File: src/rtl/rx_frame_parser_if.sv
// RX byte stream plus header/body FIFO write ports of one PHY parser.
// master = PHY and switch-FIFO side, slave = the parser.
interface rx_frame_parser_if;
  logic         rx_valid;
  logic [7:0]   rx_data;
  logic         rx_last;
  logic [127:0] h_fifo_din;
  logic         h_fifo_wren;
  logic         h_fifo_full;
  logic [7:0]   b_fifo_din;
  logic         b_fifo_del_in;
  logic         b_fifo_wren;
  logic         b_fifo_afull;

  modport master (
    output rx_valid, rx_data, rx_last, h_fifo_full, b_fifo_afull,
    input  h_fifo_din, h_fifo_wren, b_fifo_din, b_fifo_del_in, b_fifo_wren
  );
  modport slave (
    input  rx_valid, rx_data, rx_last, h_fifo_full, b_fifo_afull,
    output h_fifo_din, h_fifo_wren, b_fifo_din, b_fifo_del_in, b_fifo_wren
  );
endinterface

File: src/rtl/rx_frame_parser.sv
// Per-PHY RX parser: splits each frame into a 128-bit header word and a delimited
// body byte stream, checks CRC-32/length and flags 802.1 control frames.
module rx_frame_parser #(
  parameter logic [1:0] PORT_ID   = 2'd0,
  parameter int         MIN_LEN   = 64,
  parameter int         MAX_LEN   = 1518,
  parameter bit         CTRL_DROP = 1'b1
) (
  input  logic               clk,
  input  logic               arst_n,
  rx_frame_parser_if.slave   bus,
  output logic [15:0]        rx_frame_cnt,
  output logic [15:0]        rx_drop_cnt
);
  localparam logic [10:0] MIN_L = MIN_LEN[10:0];
  localparam logic [10:0] MAX_L = MAX_LEN[10:0];

  typedef enum logic [2:0] {S_IDLE, S_HDR, S_BODY, S_DRAIN, S_COMMIT, S_DISCARD} state_t;

  state_t        state_q;
  logic [10:0]   byte_cnt_q;
  logic [111:0]  hdr_q;
  logic          is_ctrl_q, trunc_q;
  logic [31:0]   crc_q, crc_base, crc_d;
  logic [127:0]  h_din_q;
  logic          h_wren_q, b_del_q, b_wren_q;
  logic [7:0]    b_din_q;
  logic [15:0]   frame_cnt_q, drop_cnt_q;
  logic          rx_v, idle_like, start_full, ctrl_now, crc_ok, frm_ok;
  logic [10:0]   cnt_inc;
  logic [47:0]   dst_now;
  logic [1:0]    drop_inc;

  // Non-reflected register fed LSB-first: equivalent to reflected CRC-32, residual C704DD7B.
  function automatic logic [31:0] crc8(input logic [31:0] c, input logic [7:0] d);
    logic [31:0] r;
    r = c;
    for (int i = 0; i < 8; i++)
      r = {r[30:0], 1'b0} ^ (((r[31] ^ d[i]) == 1'b1) ? 32'h04C11DB7 : 32'h0);
    return r;
  endfunction

  function automatic logic [15:0] sat_add(input logic [15:0] c, input logic [1:0] inc);
    logic [16:0] s;
    s = {1'b0, c} + {15'd0, inc};
    return s[16] ? 16'hFFFF : s[15:0];
  endfunction

  assign rx_v       = bus.rx_valid;
  assign idle_like  = (state_q == S_IDLE) || (state_q == S_COMMIT);
  assign start_full = bus.h_fifo_full | bus.b_fifo_afull;
  assign cnt_inc    = (byte_cnt_q == 11'h7FF) ? byte_cnt_q : byte_cnt_q + 11'd1;
  assign dst_now    = {hdr_q[39:0], bus.rx_data};
  assign ctrl_now   = (dst_now[47:4] == 44'h0180C200000);
  assign crc_ok     = (crc_q == 32'hC704DD7B);
  assign frm_ok     = crc_ok & ~trunc_q & (byte_cnt_q >= MIN_L);
  assign crc_base   = idle_like ? 32'hFFFFFFFF : crc_q;
  assign crc_d      = rx_v ? crc8(crc_base, bus.rx_data) : crc_base;

  // Commit-with-truncation and a rejected frame start can land in the same cycle.
  always_comb begin
    drop_inc = 2'd0;
    if (idle_like && rx_v && (bus.rx_last || start_full)) drop_inc = drop_inc + 2'd1;
    if (state_q == S_COMMIT && trunc_q) drop_inc = drop_inc + 2'd1;
    if (state_q == S_HDR && rx_v &&
        (bus.rx_last || (CTRL_DROP && byte_cnt_q == 11'd5 && ctrl_now)))
      drop_inc = drop_inc + 2'd1;
  end

  always_ff @(posedge clk or negedge arst_n) begin
    if (!arst_n) begin
      state_q     <= S_IDLE;
      byte_cnt_q  <= '0;
      hdr_q       <= '0;
      is_ctrl_q   <= 1'b0;
      trunc_q     <= 1'b0;
      crc_q       <= 32'hFFFFFFFF;
      h_din_q     <= '0;
      h_wren_q    <= 1'b0;
      b_din_q     <= '0;
      b_del_q     <= 1'b0;
      b_wren_q    <= 1'b0;
      frame_cnt_q <= '0;
      drop_cnt_q  <= '0;
    end else begin
      h_wren_q    <= 1'b0;
      b_wren_q    <= 1'b0;
      b_del_q     <= 1'b0;
      crc_q       <= crc_d;
      drop_cnt_q  <= sat_add(drop_cnt_q, drop_inc);
      frame_cnt_q <= sat_add(frame_cnt_q, {1'b0, state_q == S_COMMIT});
      if (rx_v) byte_cnt_q <= cnt_inc;
      case (state_q)
        S_IDLE, S_COMMIT: begin
          if (state_q == S_COMMIT) begin
            h_wren_q <= 1'b1;
            h_din_q  <= {12'h000, frm_ok, is_ctrl_q, PORT_ID, hdr_q};
          end
          state_q <= S_IDLE;
          if (rx_v) begin
            byte_cnt_q <= 11'd1;
            trunc_q    <= 1'b0;
            hdr_q      <= {hdr_q[103:0], bus.rx_data};
            if (bus.rx_last)     state_q <= S_IDLE;
            else if (start_full) state_q <= S_DISCARD;
            else                 state_q <= S_HDR;
          end
        end
        // Every HDR byte has byte_cnt<=13, so rx_last here is always a runt.
        S_HDR: if (rx_v) begin
          hdr_q <= {hdr_q[103:0], bus.rx_data};
          if (byte_cnt_q == 11'd5) is_ctrl_q <= ctrl_now;
          if (bus.rx_last)                                        state_q <= S_IDLE;
          else if (CTRL_DROP && byte_cnt_q == 11'd5 && ctrl_now) state_q <= S_DISCARD;
          else if (byte_cnt_q == 11'd13)                         state_q <= S_BODY;
        end
        S_BODY: if (rx_v) begin
          b_wren_q <= 1'b1;
          b_din_q  <= bus.rx_data;
          if (bus.rx_last) begin
            b_del_q <= 1'b1;
            state_q <= S_COMMIT;
          end else if (bus.b_fifo_afull || cnt_inc == MAX_L) begin
            b_del_q <= 1'b1;
            trunc_q <= 1'b1;
            state_q <= S_DRAIN;
          end
        end
        S_DRAIN:   if (rx_v && bus.rx_last) state_q <= S_COMMIT;
        S_DISCARD: if (rx_v && bus.rx_last) state_q <= S_IDLE;
        default:   state_q <= S_IDLE;
      endcase
    end
  end

  assign bus.h_fifo_din    = h_din_q;
  assign bus.h_fifo_wren   = h_wren_q;
  assign bus.b_fifo_din    = b_din_q;
  assign bus.b_fifo_del_in = b_del_q;
  assign bus.b_fifo_wren   = b_wren_q;
  assign rx_frame_cnt      = frame_cnt_q;
  assign rx_drop_cnt       = drop_cnt_q;
endmodule

File: src/flat_wrapper.sv
// flat-port wrapper written by rule: the top's interface ports become plain ports
module rx_frame_parser_flat 
#(
  parameter logic [1:0] PORT_ID   = 2'd0,
  parameter int         MIN_LEN   = 64,
  parameter int         MAX_LEN   = 1518,
  parameter bit         CTRL_DROP = 1'b1
)
  (clk, arst_n, rx_frame_cnt, rx_drop_cnt, bus_rx_valid, bus_rx_data, bus_rx_last, bus_h_fifo_full, bus_b_fifo_afull, bus_h_fifo_din, bus_h_fifo_wren, bus_b_fifo_din, bus_b_fifo_del_in, bus_b_fifo_wren);
  rx_frame_parser_if bus_i ();
  input  logic clk;
  input  logic arst_n;
  output logic [15:0] rx_frame_cnt;
  output logic [15:0] rx_drop_cnt;
  input wire logic [$bits(bus_i.rx_valid)-1:0] bus_rx_valid;
  input wire logic [$bits(bus_i.rx_data)-1:0] bus_rx_data;
  input wire logic [$bits(bus_i.rx_last)-1:0] bus_rx_last;
  input wire logic [$bits(bus_i.h_fifo_full)-1:0] bus_h_fifo_full;
  input wire logic [$bits(bus_i.b_fifo_afull)-1:0] bus_b_fifo_afull;
  output wire logic [$bits(bus_i.h_fifo_din)-1:0] bus_h_fifo_din;
  output wire logic [$bits(bus_i.h_fifo_wren)-1:0] bus_h_fifo_wren;
  output wire logic [$bits(bus_i.b_fifo_din)-1:0] bus_b_fifo_din;
  output wire logic [$bits(bus_i.b_fifo_del_in)-1:0] bus_b_fifo_del_in;
  output wire logic [$bits(bus_i.b_fifo_wren)-1:0] bus_b_fifo_wren;
  assign bus_i.rx_valid = bus_rx_valid;
  assign bus_i.rx_data = bus_rx_data;
  assign bus_i.rx_last = bus_rx_last;
  assign bus_i.h_fifo_full = bus_h_fifo_full;
  assign bus_i.b_fifo_afull = bus_b_fifo_afull;
  assign bus_h_fifo_din = bus_i.h_fifo_din;
  assign bus_h_fifo_wren = bus_i.h_fifo_wren;
  assign bus_b_fifo_din = bus_i.b_fifo_din;
  assign bus_b_fifo_del_in = bus_i.b_fifo_del_in;
  assign bus_b_fifo_wren = bus_i.b_fifo_wren;
  rx_frame_parser #(.PORT_ID(PORT_ID), .MIN_LEN(MIN_LEN), .MAX_LEN(MAX_LEN), .CTRL_DROP(CTRL_DROP)) u_core (.clk(clk), .arst_n(arst_n), .bus(bus_i), .rx_frame_cnt(rx_frame_cnt), .rx_drop_cnt(rx_drop_cnt));
endmodule
File: config.mk
export PLATFORM = sky130hd
export DESIGN_NAME = rx_frame_parser_flat
export DESIGN_NICKNAME = d
export VERILOG_FILES = /design/src/rtl/rx_frame_parser_if.sv /design/src/rtl/rx_frame_parser.sv /design/src/flat_wrapper.sv
export SDC_FILE = /design/constraint.sdc
export NUM_CORES = 1
export LEC_CHECK = 0
export CORE_MARGIN = 5
export CORE_UTILIZATION = 40
export CTS_CLUSTER_SIZE = 14
export DETAILED_ROUTE_END_ITERATION = 6
export PLACE_DENSITY = 0.74
export SETUP_SLACK_MARGIN = 0.5
export SYNTH_ARGS = -nofsm -noshare
export SYNTH_HDL_FRONTEND = slang
export SYNTH_SLANG_ARGS = --single-unit
File: constraint.sdc
create_clock -name clk -period 3.5 [get_ports clk]
set_clock_uncertainty 0.15 [all_clocks]
set_input_delay 0.7 -clock clk [delete_from_list [all_inputs] [get_ports clk]]
set_output_delay 0.7 -clock clk [all_outputs]
set_load 0.02 [all_outputs]
==> impl_metrics.yaml, run 1 <==
outcome:
  status: "complete, no violations"
worst_setup_path:
  regToRegSetupSlack_ns: 0.18
  path_cells: "clkdlybuf4s50_1 > nor4_4 > nand4_1 > nor4_4 > o21ai_2 > xnor2_1 > ha_2 > fa_2 > and3_4 > nand3_4 > buf_4 > buf_4 > xor2_2 > nand2_1"
  startpoint_type: "primary input"
  crit_fanout: 4
  cpPeakStageDelay_ns: 0.47
  crit_family: "simple AND/OR/NAND/NOR gates"
  required_ns: 3.73
  end_kind: "register"
  critPathBufInv: 3
  critPathKind: "primary input to register"
  cp_data_arrival_time_ns: 3.56
  cp_slowest_cell: "clkdlybuf4s50_1"
power_and_ir_drop:
  p_sw_frac: 0.359
  p_int_mw: 10.9
  power_switching_mw: 6.09
  power.density_nw_per_um2: 940
  p_seq_frac: 0.392
  pwr-share-clk: 0.217
  total_power_mw: 17.0
  peakVddDrop_mv: 0.514
  p_leak_nw: 8.22
  comb_power_share: 0.392
die:
  die_h_um: 197
  start_util: 0.406
  placementRows: 68
  die_area_um2: 39000
  coreArea_um2: 34600
  die_x_um: 197
  pin_count: 185
yosys:
  ys_seq_elements: 317
  syn_area_per_cell_um2: 10.6
  seq_area_frac_synth: 0.567
  syn-cell-area_um2: 14100
  synth.distinct_cells: 67
  postSynthCellCount: 1328
  ys_async_sr_fraction: 1.00
  synth_edf_count: 0
  synth_warnings: 0
  synthFlopType: "dfrtp_1"
grt:
  antenna_found_initial: 0
  gr-total-overflow: 0
  track_usage: 0.176
  first_global_vias: 10500
  grt_pass1_wl_um: 56600
  grt_max_degree: 88
route:
  ant_nets: 0
  drt-wirelength-per-cell_um: 17.2
  drcViolationCount: 0
  drt_iter0_markers: 671
  vias: 10300
  drt-total-wl_um: 34600
  vias_per_cell: 5.11
  drtPass1Iterations: 5
timing:
  max_freq_ghz: 0.301
  rsz0062_at_grt: "yes"
  drv_slew: 0
  tightest_slew_ns: 0.879
  period_minus_slack_ns: 3.33
  finalHoldViolCount: 0
  fin_crit_sh: 0.950
  fin_setup_tns_ns: 0
  slew_headroom: 0.414
  finalSetupViolations: 0
cts:
  cts_tree: "yes"
  clk_path_buf_depth: 3
  cts_buffers: 35
  clk_pin_slew_ns: 0.06
  clock_latency_ns: 0.51
  root_buffer: "clkbuf_16"
  cts_hold_buffers: 0
  htree_num_levels: 2
  cts_sinks: 317
place:
  hpwl_um: 23300
  numPortBuffers: 170
  gp_congestion: 0.860
  dpl_cell_area_um2: 16700
layout:
  nFillCells: 2977
  finalNetCount: 1565
  final_area_um2: 18000
  flow.area_growth_from_synthesis_pct: 28.4
  multi_input_area_um2: 5920
  antennaDiodeCount: 0
  register_area_um2: 7970
  drive_above_1_share: 0.213
hold_path:
  hp-class: "primary input to asynchronous set/reset pin"
flow_run:
  drv_cap: 0
## metal layers
| layer | up-vias | track usage | wire length, um |
|---|---|---|---|
| met4 | 0 | 0.0580 | 1100 |
| met2 | 274 | 0.297 | 17000 |
| met5 | - | 0 | 0 |
| met1 | 5118 | 0.234 | 14900 |
| met3 | 64 | 0.0271 | 1660 |
| li1 | 4853 | - | - |
## what timing repair did
item	in CTS	in global routing
cloned	1	0
gates resized for setup	15	12
pin swaps	14	1
setup endpoints to repair	17	35
setup buffers	8	7
## power groups by stage
stage,combinational [mW],sequential (mW),clock (mW)
2_1_floorplan,3.56,6.96,0
3_3_place_gp,6.41,6.62,0
3_5_place_dp,6.57,6.67,0
4_1_cts,6.66,6.64,3.75
5_1_grt,7.21,6.85,3.92
6_report,6.65,6.65,3.67
## kinds of logic after synthesis
group / count (synthesis) / synth area share
AND/OR/NAND/NOR: 565 / 0.173
flip-flops: 317 / 0.567
AO/OA/AOI/OAI: 135 / 0.0620
multiplexers: 122 / 0.0977
buffers and inverters: 97 / 0.0312
XOR/XNOR: 81 / 0.0589
adder cells (fa/ha/maj): 10 / 0.00944
other: 1 / 0.000267
## sequential cells by signal, indices dropped and copies added, names as in the netlist, named ones only
name	flops
u_core.bus.b_fifo_wren	1
u_core.bus.b_fifo_del_in	1
u_core.trunc_q	1
u_core.bus.b_fifo_din	8
u_core.state_q	3
u_core.rx_frame_cnt	16
u_core.hdr_q	112
u_core.crc_q	32
u_core.is_ctrl_q	1
u_core.rx_drop_cnt	16
u_core.byte_cnt_q	2
u_core.bus.h_fifo_din	114
u_core.bus.h_fifo_wren	1
## final timing paths
kind,cells after the start,start,endpoint
max in group asynchronous,2,arst_n,u_core.hdr_q[9]
worst max-delay path,14,bus_rx_data[6],u_core.rx_drop_cnt[6]
worst max register to register,13,u_core.hdr_q[7],u_core.rx_drop_cnt[6]
min in group clk,2,u_core.is_ctrl_q,u_core.bus.h_fifo_din[114]
worst min register to register,2,u_core.is_ctrl_q,u_core.bus.h_fifo_din[114]
worst min-delay path,1,arst_n,u_core.rx_drop_cnt[4]
## synthesized netlist by cell type (10+ instances only)
cell	count	area [um^2]
nand2b_1	14	87.6
dfstp_2	32	841
buf_4	15	113
nor4_1	12	75.1
xnor2_1	47	412
a21oi_1	42	210
a31oi_1	10	62.6
o21ai_0	29	145
nand3_1	27	135
clkbuf_1	45	169
nand4_1	11	68.8
and3_1	12	75.1
xor2_1	22	193
nor3_1	21	105
nand2_1	387	1450
nor2_1	48	180
mux2_2	122	1370
inv_1	12	45.0
buf_2	14	70.1
dfrtp_1	285	7130
## cell type report
class,instances,share of cell area
sequential,317,0.442
multi-input combinational,928,0.328
timing repair buffer,245,0.131
clock buffer,46,0.0525
tap,455,0.0315
clock inverter,14,0.0110
inverter,14,0.00333
## through the flow
step | hold slack [ns] | cells | utilization | setup slack, ns
global placement | 0.297 | 1943 | 0.481 | -0.336
floorplan | 0.254 | 1341 | - | 0.293
global route | 0.104 | 2019 | 0.521 | 0.0269
finish | 0.0627 | 2019 | 0.521 | 0.174
detailed placement | 0.307 | 1943 | 0.481 | -0.416
CTS | 0.0984 | 2012 | 0.518 | 0.241
## placed cells by master (no fill, tap or decap), types with 18 or more instances in the layout
cell type / count
xor2_1: 21
clkbuf_16: 35
nor2_1: 48
o21ai_0: 23
nand2_1: 382
nand3_1: 25
dfrtp_1: 284
a21oi_1: 40
xnor2_1: 47
dfstp_2: 32
clkdlybuf4s50_1: 165
mux2_2: 122
nor3_1: 18
buf_4: 64
## worst register-to-register path, stage by stage (launching register included)
cell and delay [ns]:
dfrtp_1 0.42, nor4_1 0.34, nand4_1 0.25, nor4_4 0.40
o21ai_2 0.15, xnor2_1 0.16, ha_2 0.21, fa_2 0.39
and3_4 0.17, nand3_4 0.11, buf_4 0.12, buf_4 0.12
xor2_2 0.15, nand2_1 0.07
(Power assumes the default switching activity.)
==> run 2: changes to the inputs <==
Settings changed: CORE_ASPECT_RATIO from default to 0.5.
==> impl_metrics.yaml, run 2 (same netlist as run 1, synthesis figures left out) <==
route:
  drt_iter0_markers: 702
  vias: 10200
  drt-total-wl_um: 34100
  vias_per_cell: 5.04
  ant_nets: 0
  drcViolationCount: 0
  drtPass1Iterations: 5
  drt-wirelength-per-cell_um: 16.8
die:
  die_x_um: 275
  pin_count: 185
  placementRows: 48
  coreArea_um2: 34600
  die_h_um: 143
  start_util: 0.406
  die_area_um2: 39200
layout:
  largest_reg_flops: 114
  finalNetCount: 1548
  flow.area_growth_from_synthesis_pct: 27.1
  drive_above_1_share: 0.208
  layout_commonest_cell: "nand2_1"
  layout.cells.non_filler: 2024
  mostFrequentLayoutCells: "nand2_1 (383), dfrtp_1 (283), clkdlybuf4s50_1 (166), mux2_2 (122), buf_4 (53)"
  post-route-util: 0.516
  final_area_um2: 17900
worst_setup_path:
  crit_start: "u_core.hdr_q[38]"
  startpoint_type: "register"
  regToRegSetupSlack_ns: 0.31
  cp_data_arrival_time_ns: 3.53
  worstReg2RegEnd: "u_core.rx_drop_cnt[10]"
  r2r_cells: 14
  end_kind: "register"
  reg2reg_from: "u_core.hdr_q[38]"
  crit_path_end: "u_core.rx_drop_cnt[10]"
  required_ns: 3.84
  crit_fanout: 3
  critPathKind: "register to register"
power_and_ir_drop:
  p_sw_frac: 0.363
  p_int_mw: 10.6
  power_switching_mw: 6.02
  p_seq_frac: 0.399
  p_leak_nw: 8.11
  power.density_nw_per_um2: 928
  total_power_mw: 16.6
  peakVddDrop_mv: 0.361
  comb_power_share: 0.400
  pwr-share-clk: 0.201
timing:
  tightest_slew_ns: 0.839
  slew_headroom: 0.441
  fin_ws_ns: 0.307
  period_minus_slack_ns: 3.19
  fin_setup_tns_ns: 0
  max_freq_ghz: 0.313
  finalSetupViolations: 0
  drv_slew: 0
  finalHoldViolCount: 0
  rsz0062_at_grt: "yes"
  fin_crit_sh: 0.912
  holdWs_ns: 0.323
grt:
  grt_pass1_wl_um: 55900
  gr-total-overflow: 0
  first_global_vias: 10300
  grt_max_degree: 92
  track_usage: 0.173
  antenna_found_initial: 3
place:
  pre_cts_ws_ns: -0.360
  hpwl_um: 23100
  dpl_cell_area_um2: 16600
  gp_congestion: 0.860
  dp.cells: 1958
  numPortBuffers: 170
cts:
  clk_path_buf_depth: 3
  root_buffer: "clkbuf_16"
  cts_sinks: 317
  cts_tree: "yes"
  clk_pin_slew_ns: 0.06
  cts_buffers: 30
  clock_latency_ns: 0.56
  htree_num_levels: 1
hold_path:
  hp-class: "register to register"
  hold_path_depth: 2
outcome:
  status: "complete, no violations"
flow_run:
  drv_cap: 0
==> run 2: power groups by stage <==
stage	Clock, mW	Sequential, mW	Combinational (mW)
finish	3.33	6.62	6.63
global route	3.56	6.82	7.22
CTS	3.40	6.63	6.68
detailed placement	0	6.66	6.58
global placement	0	6.63	6.44
floorplan	0	6.96	3.56
==> run 2: area by class of cell <==
type / count / area [um^2]
Fill cell: 3024 / 16700
Sequential cell: 317 / 7980
Multi-Input combinational cell: 928 / 5930
Timing Repair Buffer: 233 / 2270
Clock buffer: 44 / 936
Tap cell: 475 / 594
Clock inverter: 10 / 92.6
Inverter: 14 / 60.1
Antenna cell: 3 / 7.51
==> run 2: how the worst min path moves through the flow <==
stage / startpoint / to
3_3_place_gp: u_core.hdr_q[107] / u_core.bus.h_fifo_din[107]
3_5_place_dp: u_core.hdr_q[111] / u_core.bus.h_fifo_din[111]
6_report: u_core.bus.h_fifo_din[71] / u_core.bus.h_fifo_din[71]
4_1_cts: u_core.hdr_q[106] / u_core.bus.h_fifo_din[106]
5_1_grt: u_core.bus.h_fifo_din[51] / u_core.bus.h_fifo_din[51]
2_1_floorplan: arst_n / asynchronous set/reset pin
==> run 2: critical path, cell delays in order, from the launching register on <==
cell and delay [ns]:
dfrtp_1 0.39, nor4_2 0.31, buf_4 0.17, nand4_1 0.17, nor4_4 0.36, o21ai_2 0.12, xnor2_2 0.15, ha_2 0.20
fa_2 0.36, and3_4 0.17, nand3_4 0.09, buf_4 0.15, nor2_4 0.05, and3_1 0.18, o21ai_1 0.11
==> run 2: layer usage <==
| metal | vias to the layer above | track usage | wire length (um) |
|---|---|---|---|
| met4 | 0 | 0.0557 | 934 |
| met2 | 170 | 0.297 | 17300 |
| li1 | 4851 | - | - |
| met1 | 5112 | 0.228 | 14700 |
| met3 | 58 | 0.0273 | 1140 |
| met5 | - | 0 | 0 |
==> run 2: what timing repair did <==
item | in CTS | in global routing
gates cloned | 1 | 0
setup buffers | 4 | 3
hold buffers | 1 | 0
gates resized for setup | 16 | 13
hold endpoints to repair | 70 | 0
pin swaps | 12 | 2
endpoints found under the setup margin | 16 | 29
==> run 3: changes to the inputs <==
Settings changed: CAP_MARGIN from default to 0.
==> results of run 3 <==
No change in the layout: final DEF, timing and power equal those of run 2.
